--- src/rtl/ex_mem_pkg.sv ---
// Shared types and constants for the EX/MEM pipeline stage: control bundle,
// occupancy state encoding and default field widths.
package ex_mem_pkg;

    localparam int DEF_DATA_W     = 32;
    localparam int DEF_REG_ADDR_W = 5;
    localparam int DEF_ALUOP_W    = 6;
    localparam int ZERO_REG       = 0;

    typedef struct packed {
        logic mem_read;
        logic mem_write;
        logic mem_to_reg;
        logic reg_write;
    } ctrl_t;

    typedef enum logic [1:0] {
        EMPTY = 2'd0,
        FULL  = 2'd1,
        SKID  = 2'd2
    } state_e;

endpackage

--- src/rtl/pipe_skid_buf.sv ---
// Generic valid/ready pipeline register. Build with EX_MEM_SKID_EN to add a
// one-entry skid register and a registered in_ready.
module pipe_skid_buf
    import ex_mem_pkg::*;
#(
    parameter int PAYLOAD_W = 8
) (
    input  logic                 clk,
    input  logic                 reset,
    input  logic                 flush,
    input  logic                 in_valid,
    output logic                 in_ready,
    input  logic [PAYLOAD_W-1:0] in_data,
    output logic                 out_valid,
    input  logic                 out_ready,
    output logic [PAYLOAD_W-1:0] out_data
);

    state_e                 state_q, state_d;
    logic [PAYLOAD_W-1:0]   data_q, data_d;
    logic                   accept, offer;

`ifdef EX_MEM_SKID_EN
    logic [PAYLOAD_W-1:0]   skid_q, skid_d;
    logic                   in_ready_q;

    assign in_ready = in_ready_q;
`else
    // Holds in_ready low until the first clock edge after reset release.
    logic                   live_q;

    assign in_ready = live_q && ((state_q != FULL) || out_ready);
`endif

    assign accept    = in_valid && in_ready;
    assign out_valid = (state_q != EMPTY);
    assign offer     = out_valid && out_ready;
    assign out_data  = data_q;

    // NOTE: every next-state signal gets its default first so no path leaves it unassigned (no latch).
    always_comb begin
        state_d = state_q;
        data_d  = data_q;
`ifdef EX_MEM_SKID_EN
        skid_d  = skid_q;
`endif
        if (flush) begin
            state_d = EMPTY;
        end else begin
            case (state_q)
                EMPTY: begin
                    if (accept) begin
                        state_d = FULL;
                        data_d  = in_data;
                    end
                end
                FULL: begin
                    if (offer && accept) begin
                        data_d = in_data;
                    end else if (offer) begin
                        state_d = EMPTY;
`ifdef EX_MEM_SKID_EN
                    end else if (accept) begin
                        state_d = SKID;
                        skid_d  = in_data;
`endif
                    end
                end
`ifdef EX_MEM_SKID_EN
                SKID: begin
                    if (offer) begin
                        state_d = FULL;
                        data_d  = skid_q;
                    end
                end
`endif
                default: state_d = EMPTY;
            endcase
        end
    end

    // NOTE: state is updated with non-blocking assignments so every flop samples pre-edge values.
    always_ff @(posedge clk or negedge reset) begin
        if (!reset) begin
            state_q <= EMPTY;
            // NOTE: payload registers are reset too, so outputs read all-zero while reset is held.
            data_q  <= '0;
`ifdef EX_MEM_SKID_EN
            skid_q     <= '0;
            in_ready_q <= 1'b0;
`else
            live_q     <= 1'b0;
`endif
        end else begin
            state_q <= state_d;
            data_q  <= data_d;
`ifdef EX_MEM_SKID_EN
            skid_q     <= skid_d;
            in_ready_q <= (state_d != SKID);
`else
            live_q     <= 1'b1;
`endif
        end
    end

endmodule

--- src/rtl/ex_mem_pipe.sv ---
// EX/MEM pipeline stage: packs EX results into a valid/ready register, gates
// write controls with valid and exports a forwarding tap. Option: EX_MEM_SKID_EN.
module ex_mem_pipe
    import ex_mem_pkg::*;
#(
    parameter int DATA_W            = DEF_DATA_W,
    parameter int REG_ADDR_W        = DEF_REG_ADDR_W,
    parameter int ALUOP_W           = DEF_ALUOP_W,
    parameter bit ZERO_REG_SUPPRESS = 1'b1
) (
    input  logic                  clk,
    input  logic                  reset,
    input  logic                  flush,
    input  logic                  in_valid,
    output logic                  in_ready,
    input  logic [DATA_W-1:0]     in_alu_result,
    input  logic [DATA_W-1:0]     in_store_data,
    input  logic [REG_ADDR_W-1:0] in_dest_reg,
    input  logic [ALUOP_W-1:0]    in_alu_op,
    input  logic                  in_mem_read,
    input  logic                  in_mem_write,
    input  logic                  in_mem_to_reg,
    input  logic                  in_reg_write,
    output logic                  out_valid,
    input  logic                  out_ready,
    output logic [DATA_W-1:0]     out_alu_result,
    output logic [DATA_W-1:0]     out_store_data,
    output logic [REG_ADDR_W-1:0] out_dest_reg,
    output logic [ALUOP_W-1:0]    out_alu_op,
    output logic                  out_mem_read,
    output logic                  out_mem_write,
    output logic                  out_mem_to_reg,
    output logic                  out_reg_write,
    output logic                  fwd_valid,
    output logic [REG_ADDR_W-1:0] fwd_reg,
    output logic [DATA_W-1:0]     fwd_data
);

    typedef struct packed {
        logic [ALUOP_W-1:0]    alu_op;
        logic [REG_ADDR_W-1:0] dest_reg;
        logic [DATA_W-1:0]     store_data;
        logic [DATA_W-1:0]     alu_result;
        ctrl_t                 ctrl;
    } payload_t;

    localparam int PAYLOAD_W = $bits(payload_t);

    payload_t in_pl, out_pl;
    logic     dest_is_zero;

    // Writes to the hard-wired zero register are dropped at capture time.
    assign dest_is_zero = (in_dest_reg == REG_ADDR_W'(ZERO_REG));

    always_comb begin
        in_pl                     = '0;
        in_pl.alu_op              = in_alu_op;
        in_pl.dest_reg            = in_dest_reg;
        in_pl.store_data          = in_store_data;
        in_pl.alu_result          = in_alu_result;
        in_pl.ctrl.mem_read       = in_mem_read;
        in_pl.ctrl.mem_write      = in_mem_write;
        in_pl.ctrl.mem_to_reg     = in_mem_to_reg;
        in_pl.ctrl.reg_write      = in_reg_write && !(ZERO_REG_SUPPRESS && dest_is_zero);
    end

    pipe_skid_buf #(
        .PAYLOAD_W (PAYLOAD_W)
    ) u_buf (
        .clk       (clk),
        .reset     (reset),
        .flush     (flush),
        .in_valid  (in_valid),
        .in_ready  (in_ready),
        .in_data   (in_pl),
        .out_valid (out_valid),
        .out_ready (out_ready),
        .out_data  (out_pl)
    );

    assign out_alu_result = out_pl.alu_result;
    assign out_store_data = out_pl.store_data;
    assign out_dest_reg   = out_pl.dest_reg;
    assign out_alu_op     = out_pl.alu_op;
    assign out_mem_to_reg = out_pl.ctrl.mem_to_reg;

    // Side-effecting controls read 0 on a bubble, including after a flush.
    assign out_mem_read   = out_valid && out_pl.ctrl.mem_read;
    assign out_mem_write  = out_valid && out_pl.ctrl.mem_write;
    assign out_reg_write  = out_valid && out_pl.ctrl.reg_write;

    assign fwd_valid = out_reg_write;
    assign fwd_reg   = out_pl.dest_reg;
    assign fwd_data  = out_pl.alu_result;

endmodule

--- config.mk ---
export PLATFORM = sky130hd
export DESIGN_NAME = ex_mem_pipe
export DESIGN_NICKNAME = d
export VERILOG_FILES = /design/src/rtl/ex_mem_pkg.sv /design/src/rtl/pipe_skid_buf.sv /design/src/rtl/ex_mem_pipe.sv
export SDC_FILE = /design/constraint.sdc
export NUM_CORES = 1
export LEC_CHECK = 0
export CORE_MARGIN = 5
export CORE_UTILIZATION = 46
export CTS_BUF_LIST = sky130_fd_sc_hd__clkbuf_8
export DETAILED_ROUTE_END_ITERATION = 8
export HOLD_SLACK_MARGIN = 0.12
export PLACE_DENSITY = 0.89
export SLEW_MARGIN = 20
export SYNTH_ARGS = -nofsm -noshare
export SYNTH_HDL_FRONTEND = slang
export SYNTH_SLANG_ARGS = --single-unit
--- constraint.sdc ---
create_clock -name clk -period 2.5 [get_ports clk]
set_clock_uncertainty 0.05 [all_clocks]
set_input_delay 0.5 -clock clk [delete_from_list [all_inputs] [get_ports clk]]
set_output_delay 0.5 -clock clk [all_outputs]
set_load 0.1 [all_outputs]
==> results of run 1 <==
[sequential cells by signal, indices dropped and copies added, names as in the netlist]
name            count
u_buf.live_q        1
u_buf.out_data     79
u_buf.state_q       1
[layer usage]
metal,share of wire,wire length (um)
met5,0,0
met4,0.0091,77
met3,0.088,743
met2,0.51,4275
met1,0.39,3326
[metrics by stage]
stage                     cell area, um2  worst slack, ps
after global routing                5399            432.8
after global placement              5226            381.1
after CTS                           5399            450.3
after detailed placement            5226            342.0
after floorplan                     4232            293.2
final                               5399            457.9
[path summary, 6_finish.rpt]
kind                              startpoint                 end  slack (ps)
max                                out_ready            in_ready         460
min                        u_buf.out_data[2]   u_buf.out_data[2]         460
max reg2reg                 u_buf.state_q[0]  u_buf.out_data[38]         890
min reg2reg                u_buf.out_data[2]   u_buf.out_data[2]         460
max in group asynchronous              reset   u_buf.out_data[1]        1130
min in group asynchronous              reset  u_buf.out_data[21]         650
[report_power, final]
| part | internal [uW] | switching (uW) |
|---|---|---|
| combinational | 954 | 3190 |
| clock | 372 | 433 |
| sequential | 1580 | 195 |
[synth_stat cells]
| cell type | instances |
|---|---|
| o21ai_0 | 2 |
| mux2_4 | 78 |
| nand2b_2 | 1 |
| mux2i_1 | 1 |
| buf_4 | 113 |
| and2_1 | 4 |
| dfrtp_1 | 81 |
| buf_6 | 8 |
| nand4b_4 | 1 |
| conb_1 | 1 |
| or4_1 | 1 |
| inv_1 | 1 |
[area by class of cell]
| cell class | count | share of cell area |
|---|---|---|
| clock inverters | 5 | 0.004635 |
| well taps | 111 | 0.02572 |
| inverters | 1 | 0.0006952 |
| clock buffers | 10 | 0.02549 |
| multi-input cells | 89 | 0.2336 |
| repair buffers | 206 | 0.3342 |
| flip-flops and latches | 81 | 0.3757 |
[critical path, cell delays in order]
cell	delay (ps)
clkdlybuf4s50_1	440
nand2b_2	150
and2_1	200
buf_12	190
[cells by family after synthesis]
kind of cell,count (synthesis),share of synthesized area
compound gates,2,0.002367
simple gates,7,0.01538
buf+inv,122,0.2228
flops,81,0.4793
other cells,1,0.0008867
mux,79,0.2793
[repair_timing]
| action | 4_1_cts | 5_1_grt |
|---|---|---|
| endpoints found under the setup margin | 0 | 0 |
| hold endpoints to repair | 38 | 0 |
| hold buffers | 1 | 0 |
==> metrics.txt, run 1 <==
outcome=finished, final reports clean; footprint of the multi-input gates=0.001261 mm2; DRC violations left=0; Setup TNS=0 ps; Total Power=6717 uW; f_max=0.4897 GHz; CTS resizes=0; leak pwr=0.002774 uW; required time of the worst setup path=1950 ps; final hold violations=0; post-CTS setup buffer count=0; PortBufs=202; endpoints failing setup=0; Num CTS Buffers=9; non-filler cells, final=503; sequential fraction of the synthesis area=0.4793; largest net degree at the start of global routing=43; RSZ-0062 raised after global routing=false; worst-skew pair later-pin latency=320 ps; first-pass GRT wire length=13.30 mm; most used routing layer=met2; Worst Reg-to-Reg Cells=4; leading area contributor after synthesis=dfrtp_1; MaxCap Viol Count=0; Starting Density=0.4643; die area=0.01121 mm2; met2 Use GR=0.2541; Worst-path clk slew=70 ps; Antenna Nets Post-Route=0; htree depth=3; Die Height=105.9 um; GR met3 Demand/Resource=0.06185; Final Cycle Share=0.8169; vias in the first global route=2547; Antenna Cells=0; CP arrival=1490 ps; hold slack=463.9 ps; syn avg cell area=14.48 um2; area of the mapped netlist=0.004229 mm2; GR Overflow Total=0; Final min period=2042 ps; Startpoint Class=input pin; CP max FO=3; most frequent cells in the layout=buf_4 (119), clkdlybuf4s50_1 (82), dfrtp_1 (80); wire per inst=16.75 um; GRT Overall Usage=0.1480; max_slew headroom=0.6512; slew of the pin with the lowest slew margin=523.3 ps; largest vdd supply drop=595.2 uV; commonest non-fill, non-tap cell in the layout=buf_4; Syn Inst Count=292; first drt pass iteration count=3; Tightest Hold Check Type=reg2reg; register area=0.002028 mm2; drt initial violations=50; crit path kind=in2out; hold depth=1; hpwl dp=6.462 mm; initial antenna violation count=0; Ys Warns=0; library cells used by synthesis=12; fillers=727; Root Driver=clkbuf_8; top cells by area, synth=dfrtp_1 (48%), mux2_4 (28%), buf_4 (20%), buf_6 (2.1%), and2_1 (0.59%); clock sinks=81; Nets=472; Via Count=2269; CP Capture Type=output pin; placed insts=487; share of cells above drive strength 1=0.5561; routed wire length=8.423 mm; area share of the largest cell type after synthesis=0.4793; Core Util, Final=0.5927; placeable core area=0.009109 mm2; Site Rows=35; #FFs+latches synth=81; met1 GRT Util=0.1722; Cell Pwr Density=1244 mW/mm2; placer's final routability congestion estimate=0.7312; chip width=105.9 um; area grow syn2layout=27.66%; CTS tree=done; drt via density=4.511; syn nets=376; IO Pins=203; worst-case clock buffer depth=2; Pins Over Slew Limit=0
(Power assumes the default switching activity.)
==> inputs of run 2 (changes only) <==
Settings changed: CORE_UTILIZATION 46 to 42, PLACE_DENSITY 0.89 to 0.82.
Clock period 2.5 ns to 1.9 ns, I/O delays scaled along.
==> run 2 against run 1 <==
  * Via count up 4.0%
  * Worst setup slack got worse by 380 ps
  * Cell count rose by 5.4%
  * Critical path depth unchanged
  * Register-to-register slack worse by 510 ps
  * Critical path type unchanged
  * Critical endpoint unchanged
  * Largest cell class is now non-clock buffers
==> metrics.txt, run 2 (synthesis gave the netlist of run 1 again) <==
outcome=finished, final reports clean; Final min period=1825 ps; critical-path cell list=clkdlybuf4s50_1, nand2b_2, and2_2, buf_12; first drt pass iteration count=3; Tightest Hold Check Type=reg2reg; commonest non-fill, non-tap cell in the layout=buf_12; critical path's slowest cell=clkdlybuf4s50_1; Startpoint Class=input pin; Top delay family on crit path=buffers and inverters; drt initial violations=47; placeable core area=0.009819 mm2; Root Driver=clkbuf_8; htree depth=3; initial antenna violation count=0; endpoints failing setup=0; worst-case clock buffer depth=2; CP Capture Type=output pin; vias in the first global route=2623; placer's final routability congestion estimate=0.6927; DP Worst Slack=-55.69 ps; GRT Overall Usage=0.1604; routed wire length=9.869 mm; Worst-path clk slew=80 ps; CP max FO=3; Via Count=2359; Worst Reg-to-Reg Cells=4; RSZ-0062 raised after global routing=false; max_slew headroom=0.6596; die area=0.01218 mm2; hold depth=1; P_sw=5398 uW; fillers=670; hpwl dp=8.024 mm; max reg flops=79; clock share of power=0.127; Setup TNS=0 ps; PortBufs=202; DRC violations left=0; Site Rows=36; Pins Over Slew Limit=0; largest vdd supply drop=823.9 uV; IO Pins=203; f_max=0.5480 GHz; MaxCap Viol Count=0; WP buf/inv=2; Internal=5335 uW; Die Height=110.3 um; CP arrival=1390 ps; Reg power frac=0.244; Critical Path Stages=4; CTS resizes=0; required time of the worst setup path=1470 ps; leak pwr=0.003337 uW; HP Start=u_buf.out_data[2]; GR Overflow Total=0; share of cells above drive strength 1=0.5743; hold buffers post-CTS=1; chip width=110.3 um; Sw Ratio=0.5029; hold slack=476.6 ps; CTS tree=done; post-CTS setup buffer count=0; crit path kind=in2out; first-pass GRT wire length=14.72 mm; Num CTS Buffers=9; area grow syn2layout=65.68%; most frequent cells in the layout=buf_12 (123), clkdlybuf4s50_1 (82), dfrtp_1 (80); largest net degree at the start of global routing=44; Nets=476; final hold violations=0; worst-skew pair later-pin latency=320 ps; critical path launch point=out_ready; Starting Density=0.4307; Cell Pwr Density=1532 mW/mm2; combinational share of power=0.629; Final Cycle Share=0.9605; drt via density=4.451; wire per inst=18.62 um; Antenna Cells=0; Antenna Nets Post-Route=0; setup ws final=75.14 ps; crit-path max cell delay=410 ps; slew of the pin with the lowest slew margin=510.6 ps; clock sinks=81; Reg-to-Reg Start=u_buf.state_q[0]
## run 2: worst register-to-register path, cell delays in order (launching register included)
cell	delay, ps
dfrtp_2	460
nand2b_2	130
nand4b_4	200
buf_12	250
mux2_4	320
## run 2: path summary, 6_finish.rpt
kind                                           end  slack (ps)
worst max-delay path                      in_ready          80
max in group asynchronous       u_buf.out_data[25]         640
min in group asynchronous       u_buf.out_data[26]         520
worst min-delay path             u_buf.out_data[2]         480
worst max register to register  u_buf.out_data[33]         380
worst min register to register   u_buf.out_data[2]         480
## run 2: per-stage QoR
stage,util,std cells,area [um2],power [uW]
2_1_floorplan,-,292,4237,7396
3_3_place_gp,0.6902,513,6778,9355
3_5_place_dp,0.6902,513,6778,9443
4_1_cts,0.7136,530,7007,10830
5_1_grt,0.7136,530,7007,11040
6_report,0.7136,530,7007,10730
## run 2: power by group through the flow
stage | logic [uW] | registers, uW | clock network [uW]
after floorplan | 5080 | 2320 | 0
after global placement | 6730 | 2620 | 0
after detailed placement | 6800 | 2650 | 0
after CTS | 6800 | 2620 | 1410
after global routing | 6880 | 2670 | 1490
final | 6760 | 2610 | 1360
## run 2: layout make-up
type / instances / area (um2) / area share
clock buffer: 9 / 123.9 / 0.01768
clock inverter: 7 / 95.09 / 0.01357
inverter: 1 / 3.754 / 0.0005357
multi-input combinational: 89 / 1266 / 0.1807
sequential: 81 / 2028 / 0.2895
tap: 133 / 166.4 / 0.02375
timing repair buffer: 210 / 3323 / 0.4743
## run 2: routing by layer
layer / GRT usage / vias to the layer above / part of all wire
li1: - / 1047 / -
met1: 0.1771 / 1179 / 0.36
met3: 0.05416 / 13 / 0.088
met5: 0 / - / 0
met2: 0.2920 / 120 / 0.54
met4: 0.04573 / 0 / 0.012
==> inputs of run 3 (changes only) <==
Settings changed: CORE_UTILIZATION 42 to 40, PLACE_DENSITY 0.82 to 0.79, SKIP_LAST_GASP set to 1.
==> run 3 against run 2 <==
  * Critical path depth unchanged
  * Via count fell by 2.1%
  * Sequential share of layout area increased by 0.14 points
  * Total power shrank 1.5%
  * Register-to-register slack better by 20 ps
  * Cell count grew 0.38%
  * First-iteration DRC count is 6.4% lower
  * Die area grew 4.5%
==> metrics.txt, run 3 (synthesis gave the netlist of run 1 again) <==
f_max=0.5571 GHz; CP arrival=1370 ps; leak pwr=0.003317 uW; dpl cell area=0.006774 mm2; Antenna Nets Post-Route=0; GR Overflow Total=0; Nets=475; area grow syn2layout=64.88%; most frequent cells in the layout=buf_12 (123), clkdlybuf4s50_1 (82), dfrtp_1 (80); largest vdd supply drop=843.5 uV; wire per inst=18.42 um; max reg flops=79; Root Driver=clkbuf_8; CTS tree=done; PortBufs=202; commonest non-fill, non-tap cell in the layout=buf_12; Site Rows=37; DRC violations left=0; Die Height=112.8 um; Worst-path clk slew=80 ps; die area=0.01273 mm2; Reg-to-Reg Start=u_buf.state_q[0]; share of cells above drive strength 1=0.5682; IO Pins=203; hold slack=431.3 ps; routed wire length=9.799 mm; Tightest Hold Check Type=in2async; Final Cycle Share=0.9448; Final Cell Area=0.006973 mm2; htree depth=3; outcome=finished, final reports clean; worst-case clock buffer depth=2; crit path kind=in2out; placeable core area=0.01032 mm2; Worst Reg-to-Reg Cells=4; first-pass GRT wire length=15.37 mm; chip width=112.8 um; worst-skew pair later-pin latency=340 ps; Num CTS Buffers=9; hold buffers post-CTS=1; Setup TNS=0 ps; MaxCap Viol Count=0; vias in the first global route=2712; CP max FO=3; RSZ-0062 raised after global routing=false; Startpoint Class=input pin; first drt pass iteration count=3; placer's final routability congestion estimate=0.6898; final hold violations=0; drt via density=4.342; CTS resizes=0; Starting Density=0.4096; post-CTS setup buffer count=0; largest net degree at the start of global routing=45; GRT Overall Usage=0.1530; Cell Pwr Density=1516 mW/mm2; initial antenna violation count=0; clock sinks=81; Reg2Reg Setup Slack=400 ps; CP Capture Type=output pin; hpwl dp=8.011 mm; Final min period=1795 ps; Antenna Cells=0; worst r2r dst=u_buf.out_data[20]; endpoints failing setup=0; Via Count=2310; drt initial violations=44; Pins Over Slew Limit=0; required time of the worst setup path=1470 ps
run 3: cell types whose count changed in the layout (fill, tap and decap cells not counted):
cell        delta
inv_1          +2
clkinv_2       -1
clkinv_4       -2
buf_4          -1
clkinvlp_4     +2
bufinv_16      -1
run 3: critical path, cell delays in order:
cell	delay, ps
clkdlybuf4s50_1	390
nand2b_2	210
and2_2	220
buf_12	160
run 3: worst max-delay path by stage:
stage | start | endpoint | slack [ps] | cells after the start
floorplan | u_buf.state_q[0] | out_reg_write | -7 | 2
global placement | out_ready | u_buf.out_data[21] | 30 | 5
detailed placement | out_ready | u_buf.out_data[32] | -10 | 5
CTS | out_ready | in_ready | 100 | 4
global route | out_ready | in_ready | 50 | 4
finish | out_ready | in_ready | 100 | 4
run 3: final cells by class:
class / count / area, um2
Sequential cell: 81 / 2028
Multi-Input combinational cell: 89 / 1266
Inverter: 1 / 3.754
Tap cell: 136 / 170.2
Clock inverter: 7 / 65.06
Timing Repair Buffer: 209 / 3316
Clock buffer: 9 / 123.9
Fill cell: 642 / 3351
run 3: routing by layer:
layer | part of all wire | vias to the layer above | global-route usage
met5 | 0 | - | 0
met4 | 0.020 | 0 | 0.04968
met3 | 0.093 | 14 | 0.05829
met2 | 0.51 | 119 | 0.2579
met1 | 0.38 | 1130 | 0.1799
li1 | - | 1047 | -
run 3: metrics by stage:
step           utilization  cells  worst slack, ps  total power (uW)
6_report            0.6754    532            105.0             10570
5_1_grt             0.6754    532            54.04             10860
2_1_floorplan            -    292           -7.422              7396
3_5_place_dp        0.6562    515           -11.41              9433
4_1_cts             0.6754    532            95.48             10670
3_3_place_gp        0.6562    515            29.28              9355
run 3: power breakdown:
| part | internal [uW] | switching (uW) |
|---|---|---|
| registers | 2070 | 539 |
| clock network | 596 | 614 |
| logic | 2520 | 4230 |
| total | 5190 | 5380 |
